[src/rtl/noc_pkg.sv]
// Shared router definitions: flit layout, flit type encoding, port indices and
// the allocator FSM state type.
package noc_pkg;

   localparam int FLIT_W        = 64;
   localparam int FLIT_TYPE_MSB = 63;
   localparam int FLIT_TYPE_LSB = 62;

   localparam int P_N     = 0;
   localparam int P_E     = 1;
   localparam int P_S     = 2;
   localparam int P_W     = 3;
   localparam int P_LOCAL = 4;

   typedef enum logic [1:0] {
      BODY      = 2'b00,
      HEAD      = 2'b01,
      TAIL      = 2'b10,
      HEAD_TAIL = 2'b11
   } flit_type_t;

   typedef enum logic {
      S_IDLE   = 1'b0,
      S_LOCKED = 1'b1
   } alloc_state_t;

   function automatic logic is_head(input flit_type_t t);
      return (t == HEAD) || (t == HEAD_TAIL);
   endfunction

   function automatic logic is_tail(input flit_type_t t);
      return (t == TAIL) || (t == HEAD_TAIL);
   endfunction

endpackage

[src/rtl/rr_arbiter.sv]
// Combinational round-robin arbiter: grants the first request at or above ptr_i,
// wrapping to index 0. Shared by the VC, switch and output-port allocators.
module rr_arbiter #(
   parameter int N  = 5,
   parameter int PW = (N > 1) ? $clog2(N) : 1
) (
   input  logic [N-1:0]  req_i,
   input  logic [PW-1:0] ptr_i,
   output logic [N-1:0]  gnt_o
);

   logic [N-1:0] hi_mask;
   logic [N-1:0] req_hi;

   // Lowest set bit among requests at/above the pointer wins; otherwise the
   // lowest request overall, which is the wrapped search.
   always_comb begin
      hi_mask = '0;
      for (int k = 0; k < N; k++) begin
         hi_mask[k] = (k >= int'(ptr_i));
      end
      req_hi = req_i & hi_mask;
      if (|req_hi) begin
         gnt_o = req_hi & (~req_hi + N'(1));
      end else begin
         gnt_o = req_i & (~req_i + N'(1));
      end
   end

endmodule

[src/rtl/output_port_allocator.sv]
// Wormhole output-port allocator: arbitrates among input buffers with a head flit
// at the front, locks the winner until its tail, pops it and registers the flits.
module output_port_allocator
   import noc_pkg::*;
#(
   parameter int N_IN   = 5,
   parameter int FLIT_W = noc_pkg::FLIT_W
) (
   input  logic                   clk,
   input  logic                   rst_n,
   input  logic [N_IN-1:0]        req_i,
   input  logic [N_IN*FLIT_W-1:0] flit_i,
   input  logic                   dn_on_i,
   output logic [N_IN-1:0]        pop_o,
   output logic [FLIT_W-1:0]      flit_o,
   output logic                   valid_o,
   output logic [N_IN-1:0]        grant_o,
   output logic                   busy_o
);

   localparam int PW = (N_IN > 1) ? $clog2(N_IN) : 1;

   alloc_state_t      state_q, state_d;
   logic [N_IN-1:0]   grant_q, grant_d;
   logic [PW-1:0]     rr_ptr_q, rr_ptr_d;
   logic [FLIT_W-1:0] flit_q, flit_d;
   logic              valid_q, valid_d;
   logic              mid_pkt_q, mid_pkt_d;

   logic [N_IN-1:0]   elig;
   logic [N_IN-1:0]   arb_gnt;
   logic [FLIT_W-1:0] own_flit;
   logic [PW-1:0]     own_idx;
   logic              own_req;
   logic              xfer;
   flit_type_t        own_type;

   // Only buffers presenting a head may start a packet; the owner's flit is
   // muxed with the one-hot grant.
   always_comb begin
      elig     = '0;
      own_flit = '0;
      own_idx  = '0;
      for (int k = 0; k < N_IN; k++) begin
         elig[k]  = req_i[k] & is_head(flit_type_t'(flit_i[k*FLIT_W + FLIT_TYPE_LSB +: 2]));
         own_flit = own_flit | (flit_i[k*FLIT_W +: FLIT_W] & {FLIT_W{grant_q[k]}});
         if (grant_q[k]) begin
            own_idx = PW'(k);
         end
      end
   end

   assign own_req  = |(req_i & grant_q);
   assign own_type = flit_type_t'(own_flit[FLIT_TYPE_MSB:FLIT_TYPE_LSB]);
   assign xfer     = (state_q == S_LOCKED) && own_req && dn_on_i;
   assign pop_o    = (xfer && rst_n) ? grant_q : '0;

   rr_arbiter #(.N(N_IN), .PW(PW)) u_arb (
      .req_i (elig),
      .ptr_i (rr_ptr_q),
      .gnt_o (arb_gnt)
   );

   always_comb begin
      state_d   = state_q;
      grant_d   = grant_q;
      rr_ptr_d  = rr_ptr_q;
      flit_d    = flit_q;
      valid_d   = 1'b0;
      mid_pkt_d = mid_pkt_q;
      case (state_q)
         S_IDLE: begin
            if (|elig) begin
               state_d = S_LOCKED;
               grant_d = arb_gnt;
            end
         end
         S_LOCKED: begin
            if (xfer) begin
               valid_d   = 1'b1;
               flit_d    = own_flit;
               mid_pkt_d = 1'b1;
               if (is_tail(own_type)) begin
                  state_d   = S_IDLE;
                  grant_d   = '0;
                  mid_pkt_d = 1'b0;
                  rr_ptr_d  = (own_idx == PW'(N_IN - 1)) ? '0 : own_idx + PW'(1);
               end
            end
         end
         default: state_d = S_IDLE;
      endcase
   end

   always_ff @(posedge clk) begin
      if (!rst_n) begin
         state_q   <= S_IDLE;
         grant_q   <= '0;
         rr_ptr_q  <= '0;
         flit_q    <= '0;
         valid_q   <= 1'b0;
         mid_pkt_q <= 1'b0;
      end else begin
         state_q   <= state_d;
         grant_q   <= grant_d;
         rr_ptr_q  <= rr_ptr_d;
         flit_q    <= flit_d;
         valid_q   <= valid_d;
         mid_pkt_q <= mid_pkt_d;
      end
   end

   assign flit_o  = flit_q;
   assign valid_o = valid_q;
   assign grant_o = grant_q;
   assign busy_o  = (state_q == S_LOCKED);

`ifndef SYNTHESIS
   a_pop_onehot:   assert property (@(posedge clk) disable iff (!rst_n) $onehot0(pop_o));
   a_grant_onehot: assert property (@(posedge clk) disable iff (!rst_n) $onehot0(grant_o));
   a_pop_locked:   assert property (@(posedge clk) disable iff (!rst_n) (pop_o != '0) |-> (state_q == S_LOCKED));
   a_no_mid_head:  assert property (@(posedge clk) disable iff (!rst_n) (xfer && mid_pkt_q) |-> !is_head(own_type));
`endif

endmodule
[config.mk]
export PLATFORM = sky130hd
export DESIGN_NAME = output_port_allocator
export DESIGN_NICKNAME = d
export VERILOG_FILES = /design/src/rtl/noc_pkg.sv /design/src/rtl/rr_arbiter.sv /design/src/rtl/output_port_allocator.sv
export SDC_FILE = /design/constraint.sdc
export NUM_CORES = 1
export LEC_CHECK = 0
export ABC_AREA = 1
export CAP_MARGIN = 25
export CELL_PAD_IN_SITES_DETAIL_PLACEMENT = 0
export CELL_PAD_IN_SITES_GLOBAL_PLACEMENT = 1
export CORE_ASPECT_RATIO = 0.5
export CORE_MARGIN = 2
export CORE_UTILIZATION = 20
export DETAILED_ROUTE_END_ITERATION = 8
export GPL_TIMING_DRIVEN = 0
export HOLD_SLACK_MARGIN = 0.08
export PLACE_DENSITY_LB_ADDON = 0.08
export SETUP_SLACK_MARGIN = 0.4
export SYNTH_ARGS = -nofsm -noshare
export SYNTH_HDL_FRONTEND = slang
export SYNTH_SLANG_ARGS = --single-unit
[constraint.sdc]
create_clock -name clk -period 1.8 [get_ports clk]
set_input_delay 0.36 -clock clk [delete_from_list [all_inputs] [get_ports clk]]
set_output_delay 0.36 -clock clk [all_outputs]
set_load 0.02 [all_outputs]
* Word-level counts from Yosys, hierarchy flattened
Index checks and enable logic that the tools add are counted.
Cells by class: add/subtract/negate cells 3, reductions and logical operators 16, equal/unequal tests 16, magnitude comparators 5, bitwise logic cells 21, mux-type cells 16
Operators by type and width (count):
- $and 64x64->64 | 5
- $or 64x64->64 | 4
- $mux 5 | 5
- $and 5x5->5 | 4
- $reduce_or 5->1 | 3
- $eq 2x2->1 const B | 7
- $add 5x1->5 const B | 2
- $eq 2x1->1 const B | 5
- $not 5->5 | 2
- $pmux 5 s2 | 1
- $ge 1x3->1 const A | 2
- $ge 2x3->1 const A | 2
- $logic_or 1x1->1 | 6
- $mux 3 | 2
- $reduce_and 3->1 | 2
- $and 1x1->1 | 5
- $mux 1 | 5
- $mux 2 | 2
- $ne 2x1->1 const B | 2
- $reduce_and 2->1 | 2
- $add 3x1->3 const B | 1
- $eq 3x3->1 const B | 1
- $ge 3x3->1 const A | 1
- $logic_and 1x1->1 | 3
- other kinds (3) | 3
Word-level totals: bits in registers 74, logic and storage cells 82, bits of input ports 328, output and inout bits 76

* Longest topological paths before layout
Gate-level depths: netlist of the first run.
depth in word-level cells 10, gate-level depth with buffers 9, gate-level depth less buffers 9

* Hierarchy
A second synthesis of the first run with hierarchy kept.
Unflattened totals: cell total of the unflattened synthesis 885, area total of the unflattened synthesis 4968.5 µm²
By module, submodules not included:
- output_port_allocator | sequential area each 1481.4 µm², area an instance 4784.6 µm², times used 1, cells each 851
- rr_arbiter | sequential area each 0.0 µm², area an instance 183.9 µm², times used 1, cells each 34

* Least setup slack after synthesis of the first run
OpenSTA, ideal clock, no wires.
path type reg2out, from register grant_q[4] (netlist: grant_o[4]), to output port pop_o[0], setup slack 0.116 ns, arrival 1.324 ns, path buffers 1, cell stages (with the launch flop) 8, required time 1.440 ns, cell sequence dfxtp_1 > buf_2 > nand2_1 > nand4_2 > nand2_2 > nor2_1 > inv_1 > nor2_1
Between the ends: longest elaborated chain between the ends 6
Ends and longest elaborated chain:
- start: declaration | line output_port_allocator.sv:24 | logic [N_IN-1:0] grant_q, grant_d;
- start signal: assignment | line output_port_allocator.sv:105 | grant_q <= grant_d;
- $and 5x5->5 | line output_port_allocator.sv:53 | assign own_req = |(req_i & grant_q);
- $reduce_or 5->1 | line output_port_allocator.sv:53
- $logic_and 1x1->1 (2 in a row) | line output_port_allocator.sv:55 | assign xfer = (state_q == S_LOCKED) && own_req && dn_on_i;
- $logic_and 1x1->1 | line output_port_allocator.sv:56 | assign pop_o = (xfer && rst_n) ? grant_q : '0;
- $mux 5 | line output_port_allocator.sv:56
- end: declaration | line output_port_allocator.sv:14 | output logic [N_IN-1:0] pop_o,
Every way passes these cells.

* Worst setup path in the final report of the first run
from register grant_q[4] (netlist: grant_o[4]), to register flit_q[21] (netlist: flit_o[21])
Between the ends: longest elaborated chain between the ends 5, elaborated cells on any way between the ends 7, those cells by class bitwise: 3; reduce/logical: 4
Ends and longest elaborated chain:
- $and 5x5->5 | line output_port_allocator.sv:53
- $reduce_or 5->1 | line output_port_allocator.sv:53
- $logic_and 1x1->1 (2 in a row) | line output_port_allocator.sv:55
- $reduce_and 2->1 (no line)
- end signal: assignment | line output_port_allocator.sv:107 | flit_q <= flit_d;
- end: declaration | line output_port_allocator.sv:26 | logic [FLIT_W-1:0] flit_q, flit_d;
Several ways; a longest one is shown, not always the timed one. A chain may end at the register's enable or synchronous reset.

==> results.md, run 1 <==
* Largest net degree at the start of global routing at 13
* WL/cell at 19.0 um
* Crit-path max FO at 7
* Clock sink count at 74
* Synth Flop Type: dfxtp_1
* Cell variety after synth at 22
* Slew HR at 48.5%
* Top-count cell post-synth: nand2_1
* Ys Warns at 0
* Post-layout util at 47.6%
* Setup Crit Path Kind: flip-flop to flip-flop
* Worst hold start: flit_o[63]$_SDFFE_PN0P_
* Vias/cell at 4.68
* Pint at 4.16 mW
* Bufs on Longest Clock Path at 2
* Hold Vio Cnt, Final at 0
* Die Width at 216 um
* Reg2reg setup slack at 5 ps
* Final period utilization at 99.7%
* Die Y at 110 um
* Pwr/cell area at 568 mW/mm^2
* Post-synthesis sequential area ratio at 33.0%
* Top cells by count, synth: nand2_1, nand3_1, a21oi_1
* Async SR Flop Fraction at 0%
* Unrepaired setup endpoints after global routing: yes
* Post-synth net total at 1015
* Initial DRC count at 355
* R2R depth at 13
* Xor-xnor portion of the synthesized cell area at 0%
* Worst Hold Depth at 2
* Hold crit path type: flip-flop to flip-flop
* Total Routing Usage GR at 21.8%
* CP required at 2060 ps
* Clock Skews at 5.06 ps
* # hold bufs at CTS at 0
* Initial Utilization at 20.5%
* Syn_area_per_cell at 6.55 um^2
* HPWL after detailed placement at 20900 um
* Clock Power Share at 33.7%
* Peak supply drop at 422 uV
* Cell taking the most area after synthesis: dfxtp_1
* Placement Setup Slack at -696 ps
* Syn Inst Count at 686
* Gate power share at 36.2%
* Worst Path Arrival at 2060 ps
* Main combinational cell family by area after synthesis: simple AND/OR/NAND/NOR gates
* Critical path startpoint category: flip-flop
* Switching pwr at 1.75 mW
* CTS tree: built
* First-pass iteration count of the detailed router at 4
* Post-Synth Simple-Gate Area at 30.6%
* # IOs at 404
* Sequential Power Share at 30.1%
* Routed WL at 27400 um
* Leak pwr at 4.09 nW
* Vias at 6754
* Status: completed
* Crit Reg-Reg Endpoint: flit_o[21]$_SDFFE_PN0P_
* H-tree lvl count at 3
* Post-synthesis register bit count at 74
* Synth-to-layout area growth at 132%
* Final-report setup violation count at 0
* Setup TNS at 0 ps
* Crit path capture type: flip-flop
* Synth top area cells: dfxtp_1, nand2_1, a221oi_1
* Row count at 38
* PnR worst setup slack at 5.01 ps
* Adder-Cell Fraction of Synth Area at 0.279%
* Share of synthesized area spent on multiplexers at 0%
* CTS Root Cell: clkbuf_16
* First-pass GRT wire length at 39700 um
* Routability congestion estimate from global placement at 0.845
* Mapped cell area at 0.00449 mm^2
* TritonCTS Buffers at 9
* Number of flops mapped to enable cells by yosys at 0
* CTS clk-pin slew, worst paths at 60 ps
* Worst R2R Start: grant_o[4]$_SDFFE_PN0P_
* Clock Latency Late Sink at 330 ps
* Vias in the first global route at 6835
* Core ar. at 0.0219 mm^2
* ANT cells at 0
* Nets@finish at 1466
* Port-buffer cells at 402
* Hold endpoint: flit_o[63]$_SDFFE_PN0P_
* Final Max Tran Viols at 0
* DRT antenna net count at 0
* Proportion of layout cells with a drive suffix above 1 at 24.3%
* Maximum capacitance violations at 0
* Filler Cells Inserted at 2204
* DR DRC count at 0
* Post-synth top area share at 33.0%
* Worst slew pin tran at 772 ps
* Die area at 0.0237 mm^2
* Initial antenna violation count at 0
* Compound-gate portion of the synthesized area at 27.9%
* Sw Ratio at 29.6%
* Post-layout minimum cycle time at 1790 ps
* GRT overflow at 0
* F_max at 557 MHz
## sequential cells by signal, summed over array words and instances, names as in the netlist
name / count
flit_o: 64
grant_o: 5
rr_ptr_q: 3
busy_o: 1
valid_o: 1
## layout make-up
class	count	area (um^2)	share of cell area, %
repair buffers	438	4420	42.5
flip-flops and latches	74	1500	14.4
repair inverters	1	16.3	0.156
inverters	21	100	0.961
clock inverters	3	42.5	0.409
clock buffers	13	292	2.80
plain buffers	57	475	4.57
well taps	300	375	3.61
multi-input cells	535	3190	30.6
## cells in the final DEF, fill, tap and decap left out, types with 20 or more instances in the layout
cell             instances
a21oi_2                 56
a221oi_1                55
clkbuf_2                38
clkdlybuf4s15_1         20
clkdlybuf4s50_1        319
dfxtp_1                 68
nand2_1                219
nand3_1                 80
o21ai_1                 22
o21ai_2                 24
## worst max-delay path by stage
stage                       startpoint                      end  slack, ps  cells past startpoint
2_1_floorplan  grant_o[4]$_SDFFE_PN0P_                 pop_o[0]        370                      7
3_3_place_gp                  req_i[1]                 pop_o[0]       -710                     10
3_5_place_dp                  req_i[1]                 pop_o[0]       -700                     10
4_1_cts        grant_o[0]$_SDFFE_PN0P_                 pop_o[0]        -20                      9
5_1_grt        grant_o[0]$_SDFFE_PN0P_  flit_o[21]$_SDFFE_PN0P_        -80                     14
6_report       grant_o[4]$_SDFFE_PN0P_  flit_o[21]$_SDFFE_PN0P_          5                     13
## layer usage
layer | global-route usage (%) | share of wire (%) | up-vias | routed length, um
li1 | - | - | 3333 | -
met1 | 27.5 | 44 | 3193 | 11900
met2 | 38.7 | 50 | 205 | 13600
met3 | 4.55 | 5.3 | 23 | 1460
met4 | 4.40 | 1.2 | 0 | 340
met5 | 0 | 0 | - | 0
## worst max-delay path, stage by stage (launching register included)
cell and delay (ps):
dfxtp_4 350, buf_8 120, nand2_4 60, nand4_4 110, nand2_4 110, buf_6 100
buf_6 80, buf_6 90, buf_12 140, inv_12 40, buf_12 140, buf_12 130
buf_8 130, a21oi_2 130
## repair_timing
| action | 4_1_cts | 5_1_grt |
|---|---|---|
| cloned | 10 | 2 |
| setup endpoints to repair | 147 | 120 |
| pin swaps | 10 | 9 |
| gates resized for setup | 328 | 122 |
| setup buffers | 23 | 3 |
## cells by family (layout without fill, tap and decap cells)
logic type      after synthesis  in the layout
buf+inv                      78            533
flops                        74             74
fa+ha+maj                     1              1
simple gates                331            332
compound gates              202            202
## power groups by stage
stage	clock network, mW	registers [mW]	logic [mW]
6_report	1.99	1.78	2.14
5_1_grt	2.11	1.79	2.31
4_1_cts	2.04	1.77	2.10
3_5_place_dp	0	1.81	1.85
3_3_place_gp	0	1.80	1.84
2_1_floorplan	0	1.90	0.604
## metrics by stage
stage,power [mW],hold WS [ps],area [um^2],cells
final,5.91,468,10400,1442
after global routing,6.20,491,10400,1442
after CTS,5.91,466,10300,1437
after detailed placement,3.66,456,8960,1388
after global placement,3.64,450,8960,1388
after floorplan,2.50,459,4560,686
(Power assumes the default switching activity.)
==> run 2, diff against run 1 <==
--- a/config.mk
+++ b/config.mk
@@ -11,7 +11,7 @@
 export CELL_PAD_IN_SITES_GLOBAL_PLACEMENT = 1
 export CORE_ASPECT_RATIO = 0.5
 export CORE_MARGIN = 2
-export CORE_UTILIZATION = 20
+export CORE_UTILIZATION = 21
 export DETAILED_ROUTE_END_ITERATION = 8
 export GPL_TIMING_DRIVEN = 0
 export HOLD_SLACK_MARGIN = 0.08
==> constraint.sdc (replaced) <==
create_clock -name clk -period 2.1 [get_ports clk]
set_input_delay 0.42 -clock clk [delete_from_list [all_inputs] [get_ports clk]]
set_output_delay 0.42 -clock clk [all_outputs]
set_load 0.02 [all_outputs]
==> results.md, run 2 (synthesis results as in run 1) <==
* CTS clk-pin slew, worst paths at 60 ps
* Most frequent CP cell: nand2_1
* Die Y at 107 um
* CTS tree: built
* R2R depth at 6
* Post-layout minimum cycle time at 1850 ps
* Port-buffer cells at 402
* Initial antenna violation count at 0
* Crit path capture type: primary output
* # IOs at 404
* Pwr/cell area at 493 mW/mm^2
* Vias at 6502
* Placement Setup Slack at -588 ps
* Unrepaired setup endpoints after global routing: yes
* Crit Reg-Reg Endpoint: flit_o[11]$_SDFFE_PN0P_
* Setup TNS at 0 ps
* CP required at 1680 ps
* WP depth at 9
* PnR worst setup slack at 255 ps
* Hold crit path type: flip-flop to flip-flop
* Proportion of layout cells with a drive suffix above 1 at 12.2%
* GRT overflow at 0
* Vias/cell at 4.69
* Slowest stage delay, CP at 350 ps
* CTS Root Cell: clkbuf_16
* Status: completed
* Worst Hold Depth at 2
* Worst Path Arrival at 1430 ps
* Critical path startpoint category: flip-flop
* CP Launch Point: grant_o[1]$_SDFFE_PN0P_
* Worst hold slack at 459 ps
* Vias in the first global route at 6587
* Total Routing Usage GR at 21.4%
* Synth-to-layout area growth at 111%
* First-pass iteration count of the detailed router at 7
* Worst slew pin tran at 632 ps
* Final-report setup violation count at 0
* Row count at 37
* Die area at 0.0226 mm^2
* Routability congestion estimate from global placement at 0.865
* DR DRC count at 0
* Crit path max-delay family: simple AND/OR/NAND/NOR gates
* Max stage delay cell, worst path: dfxtp_4
* Final Max Tran Viols at 0
* Clock Latency Late Sink at 320 ps
* Filler Cells Inserted at 2142
* Commonest non-fill, non-tap cell in the layout: clkdlybuf4s50_1
* Critical path cell sequence: nand2_1, nand2_1, inv_2, nand4_4, nand2_4, nor2_4, inv_4, nor2_2, buf_6
* Largest net degree at the start of global routing at 14
* Slew HR at 57.9%
* F_max at 542 MHz
* Initial DRC count at 368
* Non-filler cells, final at 1385
* H-tree lvl count at 3
* Peak supply drop at 342 uV
* Clock Skews at 7.19 ps
* Worst R2R Start: grant_o[0]$_SDFFE_PN0P_
* Max reg flops at 64
* First-pass GRT wire length at 37400 um
* HPWL after detailed placement at 20400 um
* Core ar. at 0.0207 mm^2
* Setup Crit Path Kind: flip-flop to primary output
* Reg2reg setup slack at 410 ps
* Routed WL at 25300 um
* Clock sink count at 74
* Placed instance count at 1361
* Leak pwr at 4.13 nW
* WL/cell at 18.3 um
* Initial Utilization at 21.7%
* Most frequent cells in the layout: clkdlybuf4s50_1, nand2_1, nand3_1
* Hold Vio Cnt, Final at 0
* Crit-path max FO at 5
* CP Capture Point: pop_o[2]
* Post-layout util at 45.7%
* Maximum capacitance violations at 0
* DRT antenna net count at 0
* Bufs on Longest Clock Path at 2
* TritonCTS Buffers at 9
* Final period utilization at 87.9%
* Buf+Inv Stages, Crit Path at 3
* Die Width at 211 um
* Nets@finish at 1436
* ANT cells at 0
run 2: report_power, final:
group / internal, mW / switching [mW]
Clock: 0.923 / 0.610
Combinational: 0.898 / 0.730
Sequential: 1.47 / 0.0379
Total: 3.30 / 1.38
run 2: layout make-up:
cell class,count,area [um^2],area share (%)
sequential,74,1500,15.8
inverter,21,83.8,0.884
buffer,57,337,3.55
timing repair buffer,410,4010,42.3
tap,273,342,3.60
clock buffer,10,229,2.41
multi-input combinational,534,2920,30.8
clock inverter,6,66.3,0.699
run 2: worst min path at each step:
stage,start,endpoint
global route,flit_o[63]$_SDFFE_PN0P_,flit_o[63]$_SDFFE_PN0P_
finish,flit_o[63]$_SDFFE_PN0P_,flit_o[63]$_SDFFE_PN0P_
global placement,flit_o[63]$_SDFFE_PN0P_,flit_o[63]$_SDFFE_PN0P_
detailed placement,flit_o[63]$_SDFFE_PN0P_,flit_o[63]$_SDFFE_PN0P_
CTS,flit_o[63]$_SDFFE_PN0P_,flit_o[63]$_SDFFE_PN0P_
floorplan,rr_ptr_q[0]$_SDFFE_PN0P_,rr_ptr_q[0]$_SDFFE_PN0P_
run 2: tightest hold or removal path: cells and delay by family (launching register included):
family,cells,cell delay (ps)
AND/OR/NAND/NOR,1,60
flip-flops,1,310
AO/OA/AOI/OAI,1,50
run 2: per-stage QoR:
stage	cell area (um^2)	power [mW]
after detailed placement	8860	3.12
after floorplan	4490	2.14
after CTS	9210	4.67
final	9480	4.67
after global routing	9480	4.94
after global placement	8860	3.11
run 2: per-layer routing:
metal,up-vias,part of all wire [%],global-route usage (%)
met5,-,0,0
met4,0,0.91,3.97
met3,12,6.2,5.05
met2,209,49,37.8
met1,3017,44,26.8
li1,3264,-,-
run 2: timing repair:
action                     CTS  global route
setup buffers                7             1
hold buffers                 0             0
resized for setup          134            75
pin swaps                    6             1
setup endpoints to repair  118            57
==> RTL change (settings of run 1) <==
Make the reset (`rst_n`) asynchronous in one clocked block.
--- a/src/rtl/output_port_allocator.sv
+++ b/src/rtl/output_port_allocator.sv
@@ -92,7 +92,7 @@
       endcase
    end
 
-   always_ff @(posedge clk) begin
+   always_ff @(posedge clk or negedge rst_n) begin
       if (!rst_n) begin
          state_q   <= S_IDLE;
          grant_q   <= '0;
Behaviour: differs if rst_n is asserted again (counterexample within 4 cycles, from zero or initial values and one cycle with rst_n low); with rst_n held inactive, the same outputs for 4 cycles.
==> RTL change against run 1 <==
- the flow now finishes with violations (negative setup slack)
- routed wire length decreased by 0.91%
- setup slack got worse by 0.22 ns
- sequential cell count unchanged
- die area increased by 5.6%
- register-to-register slack improved by 0.04 ns
- area after synthesis increased by 5.7%
- final area increased by 3.0%
- critical path type is now reg -> out
Power is not compared: it rests on default switching activity, and its combinational part moved more than twofold at a synthesized area within 25%.
==> RTL change: results (changes against run 1) <==
- Async set-reset flop share out of synthesis: 100% (+100 points)
- Hold-fix buffers, CTS: 2 (+2)
- DR iter-0 viols: 283 (-20%)
- Post-Synthesis Cells: 678 (-1.2%)
- Synth cell count leaders: nand2_1 (307), nand3_1 (79), dfrtp_1 (74), a221oi_1 (63), o21ai_0 (60)
- GR Util met2: 36.6% (-2.1 points)
- Setup ws final: -0.215 ns (-0.220 ns)
- Placer Congestion: 0.834 (-1.3%)
- Slew @ Worst Pin: 0.591 ns (-0.181 ns)
- Met3 usage in global routing: 5.56% (+1.0 points)
- DR pass1 iterations: 5 (+1)
- First-pass GRT wire length: 39.6 mm (-0.33%)
- Number of I/O port buffers: 403 (+0.25%)
- Vias in the first global route: 6,613 (-3.2%)
- Synth top area cells: dfrtp_1 (39%), nand2_1 (24%), a221oi_1 (12%)
- Failing checks: negative setup slack
- Status: complete, but fails checks
- Max Used Layer: met5
- Post-CTS Setup Bufs: 13 (-43%)
- Syn nets: 1,007 (-0.79%)
- Origin of the critical flop-to-flop path: grant_o[4]
- Crit path max-delay family: simple AND/OR/NAND/NOR gates
- Crit path capture: pop_o[4]
- Met1 usage: 25.8% (-1.8 points)
- # resized after CTS: 383 (+17%)
- Final setup fails: 5 (+5)
- Worst-path maximum fanout: 5 (-2)
- Largest stage delay, worst path: 0.40 ns (+0.05 ns)
==> RTL change: cell types whose count changed in the layout (fill, tap and decap cells not counted), sizes merged, moves of 10 or more <==
cell	delta
nand2	+78
dfrtp	+74
dfxtp	-74
a21oi	-72
dlygate4sd2	-12
clkbuf	-10
==> RTL change: area by class of cell <==
cell class | count | area share, %
repair buffers | 443 | 42.1
multi-input cells | 538 | 28.6
flip-flops and latches | 74 | 17.3
plain buffers | 50 | 5.11
well taps | 307 | 3.58
clock buffers | 12 | 2.39
inverters | 16 | 0.665
clock inverters | 3 | 0.140
diodes | 1 | 0.0233
==> RTL change: stage by stage <==
| stage | util [%] | setup TNS [ns] | power (mW) | area, um^2 | hold slack, ns |
|---|---|---|---|---|---|
| after floorplan | - | 0 | 7.17 | 4820 | 0.0644 |
| after global placement | 40.0 | -224.18 | 11.0 | 9240 | 0.465 |
| after detailed placement | 40.1 | -8.47 | 11.0 | 9260 | 0.308 |
| after CTS | 44.6 | -1.23 | 13.9 | 10300 | 0.484 |
| after global routing | 46.4 | -1.36 | 15.7 | 10700 | 0.436 |
| final | 46.4 | -1.04 | 14.6 | 10700 | 0.440 |
==> RTL change: logic make-up (layout without fill, tap and decap cells) <==
| logic type | Yosys count | after routing | share of synthesized area [%] |
|---|---|---|---|
| AOI/OAI and AO/OA | 134 | 134 | 19.2 |
| adders and majority gates | 1 | 1 | 0.263 |
| buffers and inverters | 66 | 524 | 6.88 |
| DFF | 74 | 74 | 39.0 |
| other | 0 | 1 | 0 |
| and+or+nand+nor | 403 | 403 | 34.7 |
==> RTL change: report_power, final <==
part / total (mW) / internal [mW] / switching, mW
combinational: 9.95 / 4.59 / 5.35
sequential: 2.95 / 2.43 / 0.511
clock: 1.71 / 0.995 / 0.714
